File: src/rtl/dsp_link_pkg.sv
// Shared definitions for the DSPingang/DSPready link: sample width, pacing
// defaults and the transmitter state encoding.
package dsp_link_pkg;

  localparam int SAMPLE_W = 8;

  localparam int DSP_SETUP = 2;
  localparam int DSP_HOLD  = 2;
  localparam int DSP_GAP   = 8;
  localparam int DSP_DEPTH = 4;

  typedef logic [SAMPLE_W-1:0] sample_t;

  typedef enum logic [2:0] {
    ST_IDLE,
    ST_SETUP,
    ST_STROBE,
    ST_HOLD,
    ST_GAP
  } zend_state_t;

  // Counter reload for an N-cycle phase; a zero-length phase reloads 0.
  function automatic logic [7:0] cnt_load(input int unsigned n);
    return (n == 0) ? 8'd0 : 8'(n - 1);
  endfunction

endpackage

File: src/rtl/dsp_zender_if.sv
// Sample push port from the audio front end plus the paced output towards
// the stress input stage.
interface dsp_zender_if;
  import dsp_link_pkg::*;

  logic    sampleValid;
  sample_t sample;
  sample_t DSPingang;
  logic    DSPready;
  logic    busy;
  logic    overflow;

  modport master (
    output sampleValid,
    output sample,
    input  DSPingang,
    input  DSPready,
    input  busy,
    input  overflow
  );

  modport slave (
    input  sampleValid,
    input  sample,
    output DSPingang,
    output DSPready,
    output busy,
    output overflow
  );

endinterface

File: src/rtl/zend_fifo.sv
// Sample FIFO with wrap-bit pointers; a pop frees its slot for a push in the
// same cycle, so push+pop is accepted even when full.
module zend_fifo
  import dsp_link_pkg::*;
#(
  parameter int DEPTH = DSP_DEPTH
) (
  input  logic    clk,
  input  logic    reset,
  input  logic    push,
  input  logic    pop,
  input  sample_t wr_data,
  output sample_t rd_data,
  output logic    full,
  output logic    empty
);

  localparam int AW = $clog2(DEPTH);
  localparam logic [AW:0] PTR_ONE = {{AW{1'b0}}, 1'b1};

  sample_t     mem [DEPTH];
  logic [AW:0] wr_ptr;
  logic [AW:0] rd_ptr;
  logic        do_push;
  logic        do_pop;

  assign empty   = (wr_ptr == rd_ptr);
  assign full    = (wr_ptr[AW] != rd_ptr[AW]) &&
                   (wr_ptr[AW-1:0] == rd_ptr[AW-1:0]);
  assign do_pop  = pop && !empty;
  assign do_push = push && (!full || do_pop);
  assign rd_data = mem[rd_ptr[AW-1:0]];

  always_ff @(posedge clk or posedge reset) begin
    if (reset) begin
      wr_ptr <= '0;
      rd_ptr <= '0;
    end else begin
      if (do_push) wr_ptr <= wr_ptr + PTR_ONE;
      if (do_pop)  rd_ptr <= rd_ptr + PTR_ONE;
    end
  end

  always_ff @(posedge clk) begin
    if (do_push) mem[wr_ptr[AW-1:0]] <= wr_data;
  end

endmodule

File: src/rtl/dsp_zender.sv
// DSP-side transmitter: buffers cry-volume samples and presents each on
// DSPingang with a paced single-cycle DSPready strobe (setup/hold/gap).
module dsp_zender
  import dsp_link_pkg::*;
#(
  parameter int DEPTH = DSP_DEPTH,
  parameter int SETUP = DSP_SETUP,
  parameter int HOLD  = DSP_HOLD,
  parameter int GAP   = DSP_GAP
) (
  input logic         clk,
  input logic         reset,
  dsp_zender_if.slave link
);

  localparam logic [7:0] SETUP_LD = cnt_load(SETUP);
  localparam logic [7:0] HOLD_LD  = cnt_load(HOLD);
  localparam logic [7:0] GAP_LD   = cnt_load(GAP);
  localparam bit         HAS_HOLD = (HOLD != 0);
  localparam bit         HAS_GAP  = (GAP != 0);

  zend_state_t state;
  logic [7:0]  pace_cnt;
  sample_t     head;
  sample_t     ingang;
  logic        ready;
  logic        ovf;
  logic        full;
  logic        empty;
  logic        can_load;
  logic        pop;

  zend_fifo #(
    .DEPTH (DEPTH)
  ) u_fifo (
    .clk     (clk),
    .reset   (reset),
    .push    (link.sampleValid),
    .pop     (pop),
    .wr_data (link.sample),
    .rd_data (head),
    .full    (full),
    .empty   (empty)
  );

  // A new sample may be loaded from IDLE or at the end of the inter-sample
  // spacing; zero-length HOLD/GAP phases collapse that point onto an earlier state.
  always_comb begin
    can_load = 1'b0;
    case (state)
      ST_IDLE:   can_load = 1'b1;
      ST_STROBE: can_load = !HAS_HOLD && !HAS_GAP;
      ST_HOLD:   can_load = (pace_cnt == 8'd0) && !HAS_GAP;
      ST_GAP:    can_load = (pace_cnt == 8'd0);
      default:   can_load = 1'b0;
    endcase
  end

  assign pop = can_load && !empty;

  always_ff @(posedge clk or posedge reset) begin
    if (reset) begin
      state    <= ST_IDLE;
      pace_cnt <= '0;
      ingang   <= '0;
      ready    <= 1'b0;
      ovf      <= 1'b0;
    end else begin
      ready <= 1'b0;
      if (pop) ingang <= head;
      if (link.sampleValid && full && !pop) ovf <= 1'b1;

      case (state)
        ST_SETUP: begin
          if (pace_cnt == 8'd0) begin
            state <= ST_STROBE;
            ready <= 1'b1;
          end else begin
            pace_cnt <= pace_cnt - 8'd1;
          end
        end

        ST_STROBE: begin
          if (HAS_HOLD) begin
            state    <= ST_HOLD;
            pace_cnt <= HOLD_LD;
          end else if (HAS_GAP) begin
            state    <= ST_GAP;
            pace_cnt <= GAP_LD;
          end else if (pop) begin
            state    <= ST_SETUP;
            pace_cnt <= SETUP_LD;
          end else begin
            state <= ST_IDLE;
          end
        end

        ST_HOLD: begin
          if (pace_cnt != 8'd0) begin
            pace_cnt <= pace_cnt - 8'd1;
          end else if (HAS_GAP) begin
            state    <= ST_GAP;
            pace_cnt <= GAP_LD;
          end else if (pop) begin
            state    <= ST_SETUP;
            pace_cnt <= SETUP_LD;
          end else begin
            state <= ST_IDLE;
          end
        end

        ST_GAP: begin
          if (pace_cnt != 8'd0) begin
            pace_cnt <= pace_cnt - 8'd1;
          end else if (pop) begin
            state    <= ST_SETUP;
            pace_cnt <= SETUP_LD;
          end else begin
            state <= ST_IDLE;
          end
        end

        default: begin
          if (pop) begin
            state    <= ST_SETUP;
            pace_cnt <= SETUP_LD;
          end
        end
      endcase
    end
  end

  assign link.DSPingang = ingang;
  assign link.DSPready  = ready;
  assign link.overflow  = ovf;
  assign link.busy      = (state != ST_IDLE) || !empty;

endmodule

File: src/flat_wrapper.sv
// flat-port wrapper written by rule: the top's interface ports become plain ports
module dsp_zender_flat import dsp_link_pkg::*;
#(
  parameter int DEPTH = DSP_DEPTH,
  parameter int SETUP = DSP_SETUP,
  parameter int HOLD  = DSP_HOLD,
  parameter int GAP   = DSP_GAP
)
  (clk, reset, link_sampleValid, link_sample, link_DSPingang, link_DSPready, link_busy, link_overflow);
  dsp_zender_if link_i ();
  input logic clk;
  input logic reset;
  input wire logic [$bits(link_i.sampleValid)-1:0] link_sampleValid;
  input wire logic [$bits(link_i.sample)-1:0] link_sample;
  output wire logic [$bits(link_i.DSPingang)-1:0] link_DSPingang;
  output wire logic [$bits(link_i.DSPready)-1:0] link_DSPready;
  output wire logic [$bits(link_i.busy)-1:0] link_busy;
  output wire logic [$bits(link_i.overflow)-1:0] link_overflow;
  assign link_i.sampleValid = link_sampleValid;
  assign link_i.sample = link_sample;
  assign link_DSPingang = link_i.DSPingang;
  assign link_DSPready = link_i.DSPready;
  assign link_busy = link_i.busy;
  assign link_overflow = link_i.overflow;
  dsp_zender #(.DEPTH(DEPTH), .SETUP(SETUP), .HOLD(HOLD), .GAP(GAP)) u_core (.clk(clk), .reset(reset), .link(link_i));
endmodule
File: config.mk
export PLATFORM = sky130hd
export DESIGN_NAME = dsp_zender_flat
export DESIGN_NICKNAME = d
export VERILOG_FILES = /design/src/rtl/dsp_link_pkg.sv /design/src/rtl/dsp_zender_if.sv /design/src/rtl/zend_fifo.sv /design/src/rtl/dsp_zender.sv /design/src/flat_wrapper.sv
export SDC_FILE = /design/constraint.sdc
export NUM_CORES = 1
export LEC_CHECK = 0
export BUFFER_PORTS_ARGS = -buffer_cell sky130_fd_sc_hd__buf_2
export CORE_MARGIN = 2
export CORE_UTILIZATION = 30
export CTS_BUF_LIST = sky130_fd_sc_hd__clkbuf_8
export DETAILED_ROUTE_END_ITERATION = 16
export SETUP_SLACK_MARGIN = 0.3
export SYNTH_ARGS = -nofsm -noshare
export SYNTH_HDL_FRONTEND = slang
export SYNTH_SLANG_ARGS = --single-unit
File: constraint.sdc
create_clock -name clk -period 2.45 [get_ports clk]
set_clock_uncertainty 0.15 [all_clocks]
set_input_delay 0.49 -clock clk [delete_from_list [all_inputs] [get_ports clk]]
set_output_delay 0.49 -clock clk [all_outputs]
set_load 0.1 [all_outputs]
==> flow_summary_export.csv, run 1 <==
group,metric,value,unit
power,intPower,0.002955,W
worst_hold_path,hold_class,"primary input to async pin",
grt,grt_pass1_vias,1811,
grt,antenna_found_initial,0,
clock_tree,cts-root-buf,"clkbuf_8",
worst_setup_path,crit_type,"flip-flop to flip-flop",
clock_tree,cts_tree,"yes",
finish,utilization,0.4082,
routing,drc,0,
synth,netlist-cell-type-count,50,
floorplan,ios,22,
synth,syn_avg_cell_area,14.17,um^2
floorplan,coreArea,8763,um^2
worst_setup_path,cp.arrival,2.34,ns
synth,yosys_warnings,0,
worst_setup_path,crit_chain,"inv_2 -> ha_4 -> or4b_4 -> buf_6 -> or2_4 -> o21a_1 -> a221o_1",
sta,finalMaxSlewViolations,0,
worst_setup_path,path_buf_inv,2,
finish,syn_to_final_growth,31.51,%
synth,syn_area,2720,um^2
floorplan,start_util,0.3104,
place,io_buffers,21,
worst_setup_path,cpLargestDelayFamily,"simple AND/OR/NAND/NOR gates",
clock_tree,cts.sinks,59,
power,power.density,1449,nW/um^2
grt,grt-ovfl-total,0,
clock_tree,cts_made_buffers,9,
clock_tree,ctsHtreeMaxLevel,3,
sta,post-route-min-period,2.273,ns
power,swShare,0.4297,
finish,drive_gt1_frac,0.4440,
power,pwr-share-clk,0.163,
sta,setup_slack,0.1770,ns
power,power_frac_seq,0.313,
synth,async_flop_share,0.4576,
floorplan,die_x,99.22,um
routing,ant_nets,0,
clock_tree,cts.clk_slew.worst_paths,0.07,ns
sta,finalCritPeriodShare,0.9277,
finish,n_antenna_cell,0,
synth,syn_inst,192,
worst_setup_path,cpMaxStageDelayCell,"or4b_4",
power,combPwrFrac,0.524,
status,status,"finished clean",
place,place_congestion,0.8286,
routing,drtPass1Iterations,4,
place,dp_slack,0.09920,ns
synth,ys_ff_latch,59,
routing,num_vias,1785,
finish,fillers,818,
worst_setup_path,endpoint_kind,"flip-flop",
routing,viasPerCell,4.986,
power,leakage,1.411,nW
sta,hold_violations,0,
synth,synth_top_area_share,0.3533,
sta,fmax,0.4400,GHz
sta,tightestPinTransition,0.5659,ns
floorplan,dieArea,9845,um^2
synth,synth_common_cells,"edfxtp_1, dfrtp_1, mux2_1",
synth,synthTopCellsByArea,"edfxtp_1, dfrtp_1, mux4_2",
worst_setup_path,cpPeakStageDelay,0.49,ns
sta,maxSlewHeadroom,0.6178,
synth,synth-edff-count,32,
synth,yosysTopAreaCell,"edfxtp_1",
grt,grt_max_degree,28,
power,switchingPower,0.002227,W
synth,synthFlopType,"edfxtp_1",
sta,setup_violations,0,
job,drv_cap,0,
routing,postRouteWirelength,5731,um
worst_setup_path,critPathLaunchType,"flip-flop",
worst_setup_path,cp.required,2.52,ns
worst_setup_path,crit_fanout,6,
synth,syn_nets,209,
synth,synth_most_common_cell,"edfxtp_1",
grt,track_usage,0.1192,
finish,nNetsFinal,262,
routing,dr.first_iter.drc_count,126,
routing,detail_route.wl_per_cell,16.01,um
clock_tree,clk_latency,0.33,ns
grt,grt_pass1_wl,9087,um
sta,rsz0062_at_grt,"yes",
sta,final.setup.tns,0,ns
place,dpl.hpwl,3545,um
floorplan,num_rows,34,
clock_tree,cts.path.max_buffers,2,
synth,ys_seq_area_frac,0.6017,
floorplan,die_y,99.22,um
power,vdd_drop_max,0.7111,mV
## tightest hold or removal path, stage by stage
cell,delay [ns]
buf_2,0.10
inv_1,0.04
buf_4,0.34
## power by group through the flow
| stage | registers [W] | clock network [W] | logic [W] |
|---|---|---|---|
| floorplan | 0.00211 | 0 | 0.00115 |
| global placement | 0.00159 | 0 | 0.00218 |
| detailed placement | 0.00159 | 0 | 0.00219 |
| CTS | 0.00160 | 0.000857 | 0.00241 |
| global route | 0.00166 | 0.000907 | 0.00290 |
| finish | 0.00162 | 0.000845 | 0.00272 |
## kinds of logic after synthesis
kind of cell,count (synthesis),synth area share
and+or+nand+nor,48,0.09936
adders and majority gates,6,0.02760
buffers and inverters,15,0.02530
DFF,59,0.6017
muxes,18,0.1076
xor gates and xnor gates,11,0.03542
AOI/OAI and AO/OA,35,0.1030
## state kept, by name, summed over array words and instances, names as in the netlist
register,count
u_core.u_fifo.mem,32
u_core.link.DSPingang,8
u_core.pace_cnt,8
u_core.state,3
u_core.u_fifo.rd_ptr,3
u_core.u_fifo.wr_ptr,3
u_core.link.DSPready,1
u_core.link.overflow,1
## worst paths after layout
kind / startpoint / endpoint / slack [ns] / cells past startpoint
worst max-delay path: u_core.pace_cnt[1] / u_core.pace_cnt[7] / 0.18 / 7
worst min-delay path: reset / u_core.link.DSPingang[3] / 0.06 / 3
worst max register to register: u_core.pace_cnt[1] / u_core.pace_cnt[7] / 0.18 / 7
worst min register to register: u_core.link.overflow / u_core.link.overflow / 0.33 / 1
max in group asynchronous: reset / u_core.state[2] / 1.76 / 3
min in group clk: link_sample[4] / u_core.u_fifo.mem[2][4] / 0.22 / 1
## cell type report
type | instances | area (um^2) | share of cell area
sequential | 59 | 1642 | 0.4589
timing repair buffer | 49 | 380.4 | 0.1063
clock buffer | 9 | 123.9 | 0.03463
tap | 108 | 135.1 | 0.03778
clock inverter | 7 | 62.56 | 0.01749
inverter | 8 | 30.03 | 0.008395
multi-input combinational | 118 | 1204 | 0.3365
## routing by layer
metal / vias up / routed length [um] / track usage
met5: - / 0 / 0
met4: 0 / 105 / 0.06006
met3: 9 / 221 / 0.03162
met2: 40 / 2780 / 0.1830
met1: 894 / 2623 / 0.1562
li1: 842 / - / -
## cells in the final DEF, fill, tap and decap left out, drive strengths merged, types with 3 or more instances in the layout
master and n:
ha 6, nand2 6, nor2 8, o21ai 4, clkbuf 10, a221o 4, inv 10, nand4 3
dfrtp 27, nand3 5, a21oi 4, xor2 4, edfxtp 32, nor3 5, and2 6, xnor2 7
mux2 10, nor2b 3, buf 48, mux4 8
## metrics by stage
step | power [W] | std cells | hold WS, ns | area, um^2
global route | 0.005467 | 358 | 0.1015 | 3577
finish | 0.005183 | 358 | 0.06455 | 3577
floorplan | 0.003262 | 192 | 0.3388 | 2741
detailed placement | 0.003783 | 327 | 0.3171 | 3080
global placement | 0.003773 | 327 | 0.3098 | 3080
CTS | 0.004860 | 351 | 0.08482 | 3398
## what timing repair did
action / CTS / global route
pin swaps: 5 / 14
setup buffers: 8 / 6
resized for setup: 17 / 23
setup endpoints to repair: 51 / 53
cloned: 0 / 1
hold buffers: 0 / 0
Power figures use the tool's default switching activity.
==> run 2: changes to the inputs <==
--- a/constraint.sdc
+++ b/constraint.sdc
@@ -3,3 +3,3 @@
 set_input_delay 0.49 -clock clk [delete_from_list [all_inputs] [get_ports clk]]
 set_output_delay 0.49 -clock clk [all_outputs]
-set_load 0.1 [all_outputs]
+set_load 0.02 [all_outputs]
==> run 2 against run 1 <==
  * Setup slack about the same
  * Critical path depth unchanged
  * Combinational power decreased by 26%
  * Register-to-register slack barely moved
  * Sequential power about the same
  * Global-route usage is 0.43 points higher
  * Core utilization is 1.9 points lower
  * Fmax hardly changed
  * Largest power group unchanged
  * Cell count shrank 1.4%
  * Sequential cell count did not move
  * Final area decreased by 4.8%
==> flow_summary_export.csv, run 2 (synthesized netlist as in run 1, its figures left out) <==
group,metric,value,unit
finish,fillers,825,
grt,grt_pass1_wl,9377,um
power,p_total,0.004485,W
sta,rsz0062_at_grt,"yes",
place,dpl.hpwl,3661,um
sta,final.setup.tns,0,ns
floorplan,coreArea,8763,um^2
worst_setup_path,r2r_slack,0.18,ns
power,power.density,1317,nW/um^2
sta,finalCritPeriodShare,0.9277,
routing,ant_nets,0,
routing,postRouteWirelength,5514,um
worst_setup_path,critPathLaunchType,"flip-flop",
grt,grt_pass1_vias,1857,
grt,antenna_found_initial,0,
routing,num_vias,1761,
floorplan,die_y,99.22,um
place,place_congestion,0.8317,
clock_tree,ctsHtreeMaxLevel,3,
job,drv_cap,0,
routing,dr.first_iter.drc_count,146,
worst_setup_path,crit_type,"flip-flop to flip-flop",
grt,grt-ovfl-total,0,
sta,maxSlewHeadroom,0.5786,
clock_tree,cts.sinks,59,
finish,n_antenna_cell,0,
finish,syn_to_final_growth,25.25,%
worst_setup_path,cp.required,2.52,ns
routing,viasPerCell,4.989,
worst_hold_path,hold_class,"primary input to async pin",
clock_tree,cts_tree,"yes",
clock_tree,cts_hold_buf,0,
floorplan,start_util,0.3104,
worst_setup_path,reg2reg_from,"u_core.pace_cnt[1]",
finish,final_cell_mix,"edfxtp_1, dfrtp_1, buf_2",
worst_setup_path,timing.rr.end,"u_core.pace_cnt[7]",
power,vdd_drop_max,0.4641,mV
finish,layout_commonest_cell,"edfxtp_1",
grt,grt_max_degree,28,
sta,fmax,0.4400,GHz
place,io_buffers,21,
clock_tree,cts.path.max_buffers,2,
routing,drc,0,
power,leakage,1.337,nW
floorplan,die_x,99.22,um
sta,tightestPinTransition,0.6240,ns
floorplan,ios,22,
routing,detail_route.wl_per_cell,15.62,um
sta,hold_violations,0,
floorplan,dieArea,9845,um^2
floorplan,num_rows,34,
worst_setup_path,crit_fanout,6,
status,status,"finished clean",
sta,finalMaxSlewViolations,0,
clock_tree,cts.clk_slew.worst_paths,0.08,ns
sta,post-route-min-period,2.273,ns
worst_setup_path,endpoint_kind,"flip-flop",
finish,largest_reg_flops,32,
worst_setup_path,cp.arrival,2.34,ns
routing,drtPass1Iterations,4,
finish,drive_gt1_frac,0.3633,
clock_tree,cts-root-buf,"clkbuf_8",
sta,setup_violations,0,
worst_setup_path,worst-r2r-cell-count,7,
clock_tree,cts_made_buffers,9,
clock_tree,clk_latency,0.34,ns
finish,nNetsFinal,257,
grt,track_usage,0.1235,
run 2: repair_timing:
action / CTS / global route
resized for setup: 13 / 5
pin swaps: 1 / 8
gates cloned: 0 / 0
endpoints found under the setup margin: 51 / 53
setup buffers: 6 / 4
run 2: layer usage:
metal,global-route usage,vias to the layer above,routed length [um]
met2,0.1845,37,2593
met5,0,-,0
met4,0.06533,0,112
met3,0.03092,8,220
met1,0.1660,887,2588
li1,-,829,-
run 2: area by class of cell:
type | count | area, um^2 | area share
tap | 108 | 135.1 | 0.03966
sequential | 59 | 1637 | 0.4804
inverter | 8 | 30.03 | 0.008814
clock buffer | 9 | 123.9 | 0.03636
timing repair buffer | 44 | 297.8 | 0.08740
clock inverter | 7 | 76.32 | 0.02240
multi-input combinational | 118 | 1107 | 0.3250
run 2: stage by stage:
stage / hold slack, ns / area (um^2) / setup slack (ns) / cells / util
2_1_floorplan: 0.3388 / 2741 / 0.2599 / 192 / -
3_3_place_gp: 0.3156 / 3053 / 0.1063 / 327 / 0.3484
3_5_place_dp: 0.3200 / 3053 / 0.07789 / 327 / 0.3484
4_1_cts: 0.06327 / 3361 / 0.1856 / 349 / 0.3835
5_1_grt: 0.1009 / 3407 / 0.1187 / 353 / 0.3888
6_report: 0.05526 / 3407 / 0.1771 / 353 / 0.3888
run 2: worst max path at each step:
stage / depth (start not counted) / from / endpoint / slack (ns)
3_5_place_dp: 6 / u_core.pace_cnt[1] / u_core.u_fifo.mem[0][1] / 0.08
5_1_grt: 7 / u_core.pace_cnt[1] / u_core.u_fifo.rd_ptr[1] / 0.12
4_1_cts: 7 / u_core.pace_cnt[1] / u_core.pace_cnt[7] / 0.19
3_3_place_gp: 6 / u_core.pace_cnt[1] / u_core.u_fifo.mem[0][7] / 0.11
6_report: 7 / u_core.pace_cnt[1] / u_core.pace_cnt[7] / 0.18
2_1_floorplan: 7 / u_core.pace_cnt[0] / u_core.pace_cnt[3] / 0.26
run 2: worst max-delay path, cell delays in order, from the launching register on:
cell and delay [ns]:
dfrtp_1 0.39, inv_2 0.09, ha_4 0.13, or4b_4 0.47
buf_6 0.16, or2_4 0.24, o21a_1 0.21, a221o_1 0.30
run 2: report_power, final:
part	total, W	leakage [nW]	switching (W)	internal, W
sequential	0.00159	0.616	0.000212	0.00138
combinational	0.00201	0.625	0.00106	0.000948
clock	0.000887	0.0958	0.000414	0.000474
total	0.00449	1.34	0.00169	0.00280
==> run 3: changes to the inputs <==
- CELL_PAD_IN_SITES_DETAIL_PLACEMENT: unset -> 1
- CELL_PAD_IN_SITES_GLOBAL_PLACEMENT: unset -> 1
- PLACE_DENSITY_LB_ADDON: unset -> 0.1
==> run 3 against run 2 <==
  * Setup slack improved by 0.016 ns
  * First-iteration DRC count decreased by 68%
  * Critical path depth unchanged
  * Clock-buffer cell count unchanged
  * Register-to-register slack better by 0.02 ns
  * Final area increased by 2.8%
  * Sequential power is 5% higher
  * Global-route usage grew 3.1 points
  * Critical path type unchanged
==> flow_summary_export.csv, run 3 (synthesized netlist as in run 1, its figures left out) <==
group,metric,value,unit
status,status,"finished clean",
floorplan,start_util,0.3104,
clock_tree,cts_hold_buf,0,
finish,final_cell_mix,"edfxtp_1, dfrtp_1, buf_2",
routing,postRouteWirelength,6790,um
place,place_congestion,0.8697,
grt,grt-ovfl-total,0,
grt,grt_pass1_wl,11290,um
clock_tree,cts.path.max_buffers,2,
routing,ant_nets,0,
clock_tree,cts.clk_slew.worst_paths,0.08,ns
sta,tightestPinTransition,0.6683,ns
sta,hold_violations,0,
power,vdd_drop_max,0.3965,mV
sta,post-route-min-period,2.257,ns
routing,drtPass1Iterations,4,
grt,grt_max_degree,28,
finish,fillers,915,
floorplan,die_x,99.22,um
sta,fmax,0.4431,GHz
routing,num_vias,1820,
routing,detail_route.wl_per_cell,19.13,um
power,power.density,1339,nW/um^2
sta,maxSlewHeadroom,0.5486,
finish,layout_commonest_cell,"edfxtp_1",
clock_tree,cts.sinks,59,
floorplan,ios,22,
power,p_total,0.004688,W
grt,antenna_found_initial,0,
floorplan,num_rows,34,
sta,finalMaxSlewViolations,0,
worst_setup_path,cp.arrival,2.33,ns
grt,grt_pass1_vias,2072,
clock_tree,cts_made_buffers,9,
routing,drc,0,
job,drv_cap,0,
routing,viasPerCell,5.127,
grt,track_usage,0.1542,
worst_setup_path,cp.required,2.52,ns
routing,dr.first_iter.drc_count,47,
worst_setup_path,critPathLaunchType,"flip-flop",
place,dpl.hpwl,4706,um
clock_tree,clk_latency,0.34,ns
place,io_buffers,21,
clock_tree,ctsHtreeMaxLevel,3,
sta,final.setup.tns,0,ns
floorplan,coreArea,8763,um^2
floorplan,dieArea,9845,um^2
worst_setup_path,crit_type,"flip-flop to flip-flop",
clock_tree,cts_tree,"yes",
sta,rsz0062_at_grt,"yes",
finish,largest_reg_flops,32,
power,leakage,1.380,nW
finish,nNetsFinal,259,
sta,setup_violations,0,
finish,syn_to_final_growth,28.70,%
floorplan,die_y,99.22,um
sta,finalCritPeriodShare,0.9212,
finish,n_antenna_cell,0,
worst_setup_path,crit_fanout,4,
clock_tree,cts-root-buf,"clkbuf_8",
worst_setup_path,endpoint_kind,"flip-flop",
worst_hold_path,hold_class,"primary input to async pin",
finish,drive_gt1_frac,0.4332,
-- run 3: repair_timing --
item / CTS / global route
endpoints found under the setup margin: 52 / 53
gates resized for setup: 32 / 9
cloned: 0 / 0
pin swaps: 6 / 3
endpoints found under the hold margin: 0 / 0
setup buffers: 10 / 2
-- run 3: final cells by class --
type                            instances  area, um^2  share of cell area
Clock inverter                          7       52.55             0.01501
Tap cell                              108       135.1             0.03860
Multi-Input combinational cell        118        1187              0.3392
Clock buffer                            9       123.9             0.03538
Timing Repair Buffer                   46       327.8             0.09364
Inverter                                8       35.03             0.01001
Sequential cell                        59        1639              0.4682
-- run 3: power breakdown --
group	switching [W]	internal, W
clock	0.000435	0.000371
sequential	0.000291	0.00138
combinational	0.00113	0.00109
total	0.00185	0.00284
-- run 3: critical path, cell delays in order, from the launching register on --
cell and delay (ns):
dfrtp_1 0.40, inv_2 0.09, ha_4 0.13, or4b_4 0.48
buf_6 0.15, or2_4 0.24, o21a_1 0.20, a221o_1 0.29
-- run 3: final timing paths --
kind,startpoint,to,slack [ns],cells past startpoint
max reg2reg,u_core.pace_cnt[0],u_core.pace_cnt[5],0.19,7
min in group clk,link_sample[2],u_core.u_fifo.mem[0][2],0.22,1
min reg2reg,u_core.link.overflow,u_core.link.overflow,0.33,1
max,u_core.pace_cnt[0],u_core.pace_cnt[5],0.19,7
max in group asynchronous,reset,u_core.u_fifo.wr_ptr[1],1.78,3
min,reset,u_core.link.DSPingang[6],0.06,3
-- run 3: per-stage QoR --
step                utilization  setup slack, ns  std cells  cell area (um^2)  hold slack [ns]
CTS                      0.3938           0.1852        353              3451          0.06259
global placement         0.3469           0.1169        327              3040           0.3043
detailed placement       0.3469          0.01719        327              3040           0.3183
global route             0.3995           0.1256        355              3501          0.08411
finish                   0.3995           0.1930        355              3501          0.06309
floorplan                     -           0.2599        192              2741           0.3388
-- run 3: metal layers --
metal	GRT usage	part of all wire
met1	0.1934	0.44
met2	0.2510	0.50
met3	0.04919	0.044
met4	0.05585	0.019
met5	0	0
